==> src/rtl/tsn_tx_pri_sched.sv <==
// Per-port strict-priority TX scheduler: picks one eligible queue, holds it for a frame, then applies an IFG.
// Optional watchdog on stuck frames is enabled by defining TX_SCHED_WATCHDOG_EN.
module tsn_tx_pri_sched #(
  parameter int PORT_FIFO_PRI_NUM = 8,
  parameter int IFG_CYCLES        = 3
`ifdef TX_SCHED_WATCHDOG_EN
  ,
  parameter int WDOG_CYCLES       = 4096
`endif
) (
  input  logic                         i_clk,
  input  logic                         i_rst,
  input  logic                         i_sched_en,
  input  logic [PORT_FIFO_PRI_NUM-1:0] i_queue,
  input  logic                         i_queue_vld,
  input  logic [PORT_FIFO_PRI_NUM-1:0] i_fifoc_empty,
  input  logic                         i_mac_tx_axis_valid,
  input  logic                         i_mac_tx_axis_last,
  output logic [PORT_FIFO_PRI_NUM-1:0] o_scheduing_rst,
  output logic                         o_scheduing_rst_vld,
  output logic [2:0]                   o_sel_pri,
  output logic                         o_busy,
  output logic [15:0]                  o_tx_frame_cnt,
  output logic                         o_wdog_abort
);

  typedef enum logic [2:0] {
    IDLE,
    ARB,
    GRANT,
    XMIT,
    GAP
  } state_t;

  state_t                       state;
  logic [PORT_FIFO_PRI_NUM-1:0] elig;
  logic [7:0]                   gap_cnt;
  logic [PORT_FIFO_PRI_NUM-1:0] pick_onehot;
  logic [2:0]                   pick_idx;
  logic [PORT_FIFO_PRI_NUM-1:0] elig_now;
  logic                         frame_done;

`ifdef TX_SCHED_WATCHDOG_EN
  localparam logic [15:0] WDOG_LIMIT = 16'(WDOG_CYCLES - 1);
  logic [15:0] wdog_cnt;
`endif

  assign elig_now   = i_queue & ~i_fifoc_empty;
  assign frame_done = i_mac_tx_axis_valid && i_mac_tx_axis_last;

  // Highest set bit wins; later iterations overwrite lower-priority hits.
  always_comb begin
    pick_onehot = '0;
    pick_idx    = '0;
    for (int i = 0; i < PORT_FIFO_PRI_NUM; i++) begin
      if (elig[i]) begin
        pick_onehot    = '0;
        pick_onehot[i] = 1'b1;
        pick_idx       = 3'(i);
      end
    end
  end

  always_ff @(posedge i_clk) begin
    if (i_rst) begin
      state               <= IDLE;
      elig                <= '0;
      gap_cnt             <= '0;
      o_scheduing_rst     <= '0;
      o_scheduing_rst_vld <= 1'b0;
      o_sel_pri           <= '0;
      o_busy              <= 1'b0;
      o_tx_frame_cnt      <= '0;
      o_wdog_abort        <= 1'b0;
`ifdef TX_SCHED_WATCHDOG_EN
      wdog_cnt            <= '0;
`endif
    end else begin
      o_scheduing_rst_vld <= 1'b0;
      o_wdog_abort        <= 1'b0;
      case (state)
        IDLE: begin
          if (i_queue_vld && i_sched_en) begin
            elig <= elig_now;
            if (elig_now != '0) begin
              state  <= ARB;
              o_busy <= 1'b1;
            end
          end
        end
        ARB: begin
          o_scheduing_rst     <= pick_onehot;
          o_sel_pri           <= pick_idx;
          o_scheduing_rst_vld <= 1'b1;
          state               <= GRANT;
        end
        GRANT: begin
          state <= XMIT;
`ifdef TX_SCHED_WATCHDOG_EN
          wdog_cnt <= '0;
`endif
        end
        XMIT: begin
          if (frame_done) begin
            state           <= GAP;
            o_scheduing_rst <= '0;
            o_sel_pri       <= '0;
            gap_cnt         <= 8'(IFG_CYCLES - 1);
            if (o_tx_frame_cnt != 16'hFFFF) begin
              o_tx_frame_cnt <= o_tx_frame_cnt + 16'd1;
            end
          end
`ifdef TX_SCHED_WATCHDOG_EN
          // Abort a frame that never delivers its last beat; it is not counted.
          else if (wdog_cnt == WDOG_LIMIT) begin
            state           <= GAP;
            o_scheduing_rst <= '0;
            o_sel_pri       <= '0;
            gap_cnt         <= 8'(IFG_CYCLES - 1);
            o_wdog_abort    <= 1'b1;
          end else begin
            wdog_cnt <= wdog_cnt + 16'd1;
          end
`endif
        end
        GAP: begin
          if (gap_cnt == 8'd0) begin
            state  <= IDLE;
            o_busy <= 1'b0;
          end else begin
            gap_cnt <= gap_cnt - 8'd1;
          end
        end
        default: begin
          state  <= IDLE;
          o_busy <= 1'b0;
        end
      endcase
    end
  end

endmodule

==> config.mk <==
export PLATFORM = sky130hd
export DESIGN_NAME = tsn_tx_pri_sched
export DESIGN_NICKNAME = d
export VERILOG_FILES = /design/src/rtl/tsn_tx_pri_sched.sv
export SDC_FILE = /design/constraint.sdc
export NUM_CORES = 1
export LEC_CHECK = 0
export ABC_AREA = 1
export CORE_AREA = 3 3 69 77
export DETAILED_ROUTE_END_ITERATION = 16
export DIE_AREA = 0 0 72 80
export HOLD_SLACK_MARGIN = 0.02
export PLACE_DENSITY = 0.93
export SLEW_MARGIN = 10
export SYNTH_ARGS = -nofsm -noshare
export SYNTH_HDL_FRONTEND = slang
export SYNTH_SLANG_ARGS = --single-unit
==> constraint.sdc <==
create_clock -name i_clk -period 2.75 [get_ports i_clk]
set_clock_uncertainty 0.1 [all_clocks]
set_input_delay 0.6875 -clock i_clk [delete_from_list [all_inputs] [get_ports i_clk]]
set_output_delay 0.6875 -clock i_clk [all_outputs]
set_load 0.01 [all_outputs]
==> flow_metrics.tcl <==
set metrics [dict create \
    status "complete, no violations" \
    r2r_cells 7 \
    drv_slew 0 \
    hp-class "reg2reg" \
    rr_endpoint "o_tx_frame_cnt[1]$_SDFFE_PP0P_" \
    finalCriticalPeriod_ns 2.111 \
    synth-main-ff-cell "dfxtp_1" \
    io_pins 52 \
    clkTransAtPathRegs_ns 0.08 \
    die_y_um 80 \
    hold_buffers 0 \
    crit_family "buffers and inverters" \
    finalNonFillerCells 494 \
    p_leak_nw 1.243 \
    p_comb_share_pct 17.2 \
    rrSetupSlack_ns 0.81 \
    crit_type "reg2out" \
    cts_resized 0 \
    yosysMostFrequentCell "nand2_1" \
    drcViolationCount 0 \
    core_um2 4652 \
    cts_post_setup_buffers_inserted 0 \
    yosys.area.top_type "dfxtp_1" \
    syn_to_final_growth_pct 25.47 \
    cap_viol_max_count 0 \
    grt_antenna_before_repair 0 \
    slowest_stage "clkdlybuf4s50_1" \
    crit_required_ns 1.96 \
    hold_viol_final 0 \
    cp.arrival_ns 1.32 \
    fillers 407 \
    vdd_drop_max_mv 0.3419 \
    place_inst 486 \
    vias 2530 \
    cts_made_buffers 5 \
    p_sw_share_pct 27.30 \
    ys_async_sr_fraction_pct 0 \
    finalNetCount 462 \
    routabilityCongestion 0.9133 \
    post-dp-hpwl_mm 4.324 \
    cts_max_level 2 \
    seq_area_frac_synth_pct 38.65 \
    num_rows 26 \
    cts_num_sinks 48 \
    critPathBufInv 1 \
    worst_slew_pin_slew_ns 0.5656 \
    synth_edf_count 0 \
    yosysUniqueCellTypes 27 \
    port-buffer-count 50 \
    grt_usage_pct 21.62 \
    tritoncts "built" \
    min_delay_path_depth 2 \
    ys_ff_latch 48 \
    avgViaCountPerCell 5.121 \
    die_w_um 72 \
    crit_chain "clkdlybuf4s50_1" \
    first_pass_iters 4 \
    grt_pass1_vias 2417 \
    syn_avg_cell_area_um2 6.441 \
    p_seq_share_pct 52.5 \
    synth_top_area_share_pct 38.65 \
    crit_end "o_tx_frame_cnt[2]" \
    dieArea_um2 5760 \
    rsz0062_at_grt "no" \
    critical_path.max_fanout 7 \
    n_antenna_cell 0 \
    start_util_pct 53.44 \
    synth.area.top_cells "dfxtp_1, nand2_1, nor2_1" \
    clk_latency_ns 0.30 \
    drtAntennaViolNets 0 \
    setup_viol 0 \
    overflow 0 \
    min_period_over_period_pct 76.76 \
    wl_per_cell_um 11.74 \
    clockPowerShare_pct 30.2 \
    power_density_nw_per_um2 456.1 \
    netlist_instances 386 \
    grt_pass1_wl_mm 9.956 \
    slowest_delay_ns 0.58 \
    grt_max_degree 27 \
    intPower_mw 1.034 \
    wirelength_mm 5.801 \
    syn-num-nets 411 \
    start_kind "flop" \
    clockBufferDepth 2 \
    synth_warnings 0 \
    drt_iter0_markers 126 \
    critPathCaptureType "primary output" \
    reg2reg_from "o_tx_frame_cnt[1]$_SDFFE_PP0P_" \
    synth.cell_area_um2 2486 \
    tns_ns 0 \
    synth_common_cells "nand2_1, nor2_1, dfxtp_1, inv_1, a21oi_1" \
    crit_start "o_tx_frame_cnt[2]$_SDFFE_PP0P_" \
    cp.depth 1 \
    switchingPower_uw 388.4 \
    clockRootBuffer "clkbuf_8" \
    slew_headroom_pct 62.29 \
    fmax_mhz 473.7 \
    drive_gt1_share_pct 4.566 \
]
[kinds of logic (layout without fill, tap and decap cells)]
| kind of cell | after synthesis | count (layout) | share of synthesized area [%] |
|---|---|---|---|
| AND/OR/NAND/NOR | 218 | 218 | 36.44 |
| AO/OA/AOI/OAI | 56 | 56 | 12.13 |
| buffers and inverters | 53 | 105 | 8.656 |
| flip-flops | 48 | 48 | 38.65 |
| XOR/XNOR | 7 | 7 | 2.466 |
| adder cells (fa/ha/maj) | 3 | 3 | 1.510 |
| other | 1 | 1 | 0.1508 |
[layout make-up]
| cell class | count | area (µm²) | share of cell area (%) |
|---|---|---|---|
| flip-flops and latches | 48 | 960.9 | 30.81 |
| well taps | 56 | 70.07 | 2.246 |
| repair buffers | 53 | 523.0 | 16.77 |
| multi-input cells | 285 | 1310 | 42.00 |
| inverters | 44 | 165.2 | 5.295 |
| clock buffers | 8 | 90.09 | 2.888 |
[routing by layer]
metal	up-vias	part of all wire [%]	routed length [µm]	global-route usage (%)
met5	-	0	0	0
met4	0	2.0	114	8.647
met3	12	4.7	272	4.534
met2	73	50	2884	38.42
met1	1123	44	2530	24.94
li1	1322	-	-	-
[metrics by stage]
step / utilization (%) / instance area [µm²] / total power [mW] / worst slack, ns / hold slack, ns
global route: 67.05 / 3119 / 1.498 / 0.5486 / 0.3924
CTS: 67.05 / 3119 / 1.431 / 0.6080 / 0.3687
global placement: 65.12 / 3029 / 0.9981 / 0.4285 / 0.3451
floorplan: - / 2486 / 0.9090 / 0.9996 / 0.3364
detailed placement: 65.12 / 3029 / 1.004 / 0.3734 / 0.3562
finish: 67.05 / 3119 / 1.423 / 0.6390 / 0.3674
[power groups by stage]
| stage | Clock (mW) | Sequential [mW] | Combinational [mW] |
|---|---|---|---|
| 3_3_place_gp | 0 | 0.762 | 0.236 |
| 2_1_floorplan | 0 | 0.765 | 0.144 |
| 3_5_place_dp | 0 | 0.763 | 0.241 |
| 5_1_grt | 0.470 | 0.752 | 0.277 |
| 4_1_cts | 0.441 | 0.747 | 0.244 |
| 6_report | 0.430 | 0.748 | 0.245 |
[sequential cells by signal, indices dropped and copies added (netlist names)]
register             count
o_tx_frame_cnt          16
elig                     8
gap_cnt                  8
o_scheduing_rst          8
o_sel_pri                3
state                    3
o_busy                   1
o_scheduing_rst_vld      1
[placed cells by master (no fill, tap or decap), drive strengths merged]
master and count:
a211oi 5, a21oi 37, a31oi 1, buf 3, clkbuf 8, clkdlybuf4s50 50, conb 1, dfxtp 48
ha 3, inv 44, nand2 125, nand3 16, nand3b 1, nand4 8, nor2 59, nor3 6
o21ai 13, or2 3, xnor2 4, xor2 3
[worst min path at each step]
stage	from	slack (ns)	end
final	o_busy$_SDFFE_PP0P_	0.37	o_busy$_SDFFE_PP0P_
after floorplan	gap_cnt[7]$_SDFFE_PP0P_	0.34	gap_cnt[7]$_SDFFE_PP0P_
after CTS	o_busy$_SDFFE_PP0P_	0.37	o_busy$_SDFFE_PP0P_
after global placement	gap_cnt[7]$_SDFFE_PP0P_	0.35	gap_cnt[7]$_SDFFE_PP0P_
after global routing	o_scheduing_rst[7]$_SDFFE_PP0P_	0.39	o_scheduing_rst[7]$_SDFFE_PP0P_
after detailed placement	o_busy$_SDFFE_PP0P_	0.36	o_busy$_SDFFE_PP0P_
Note: power is estimated with default switching activity, not from simulation.
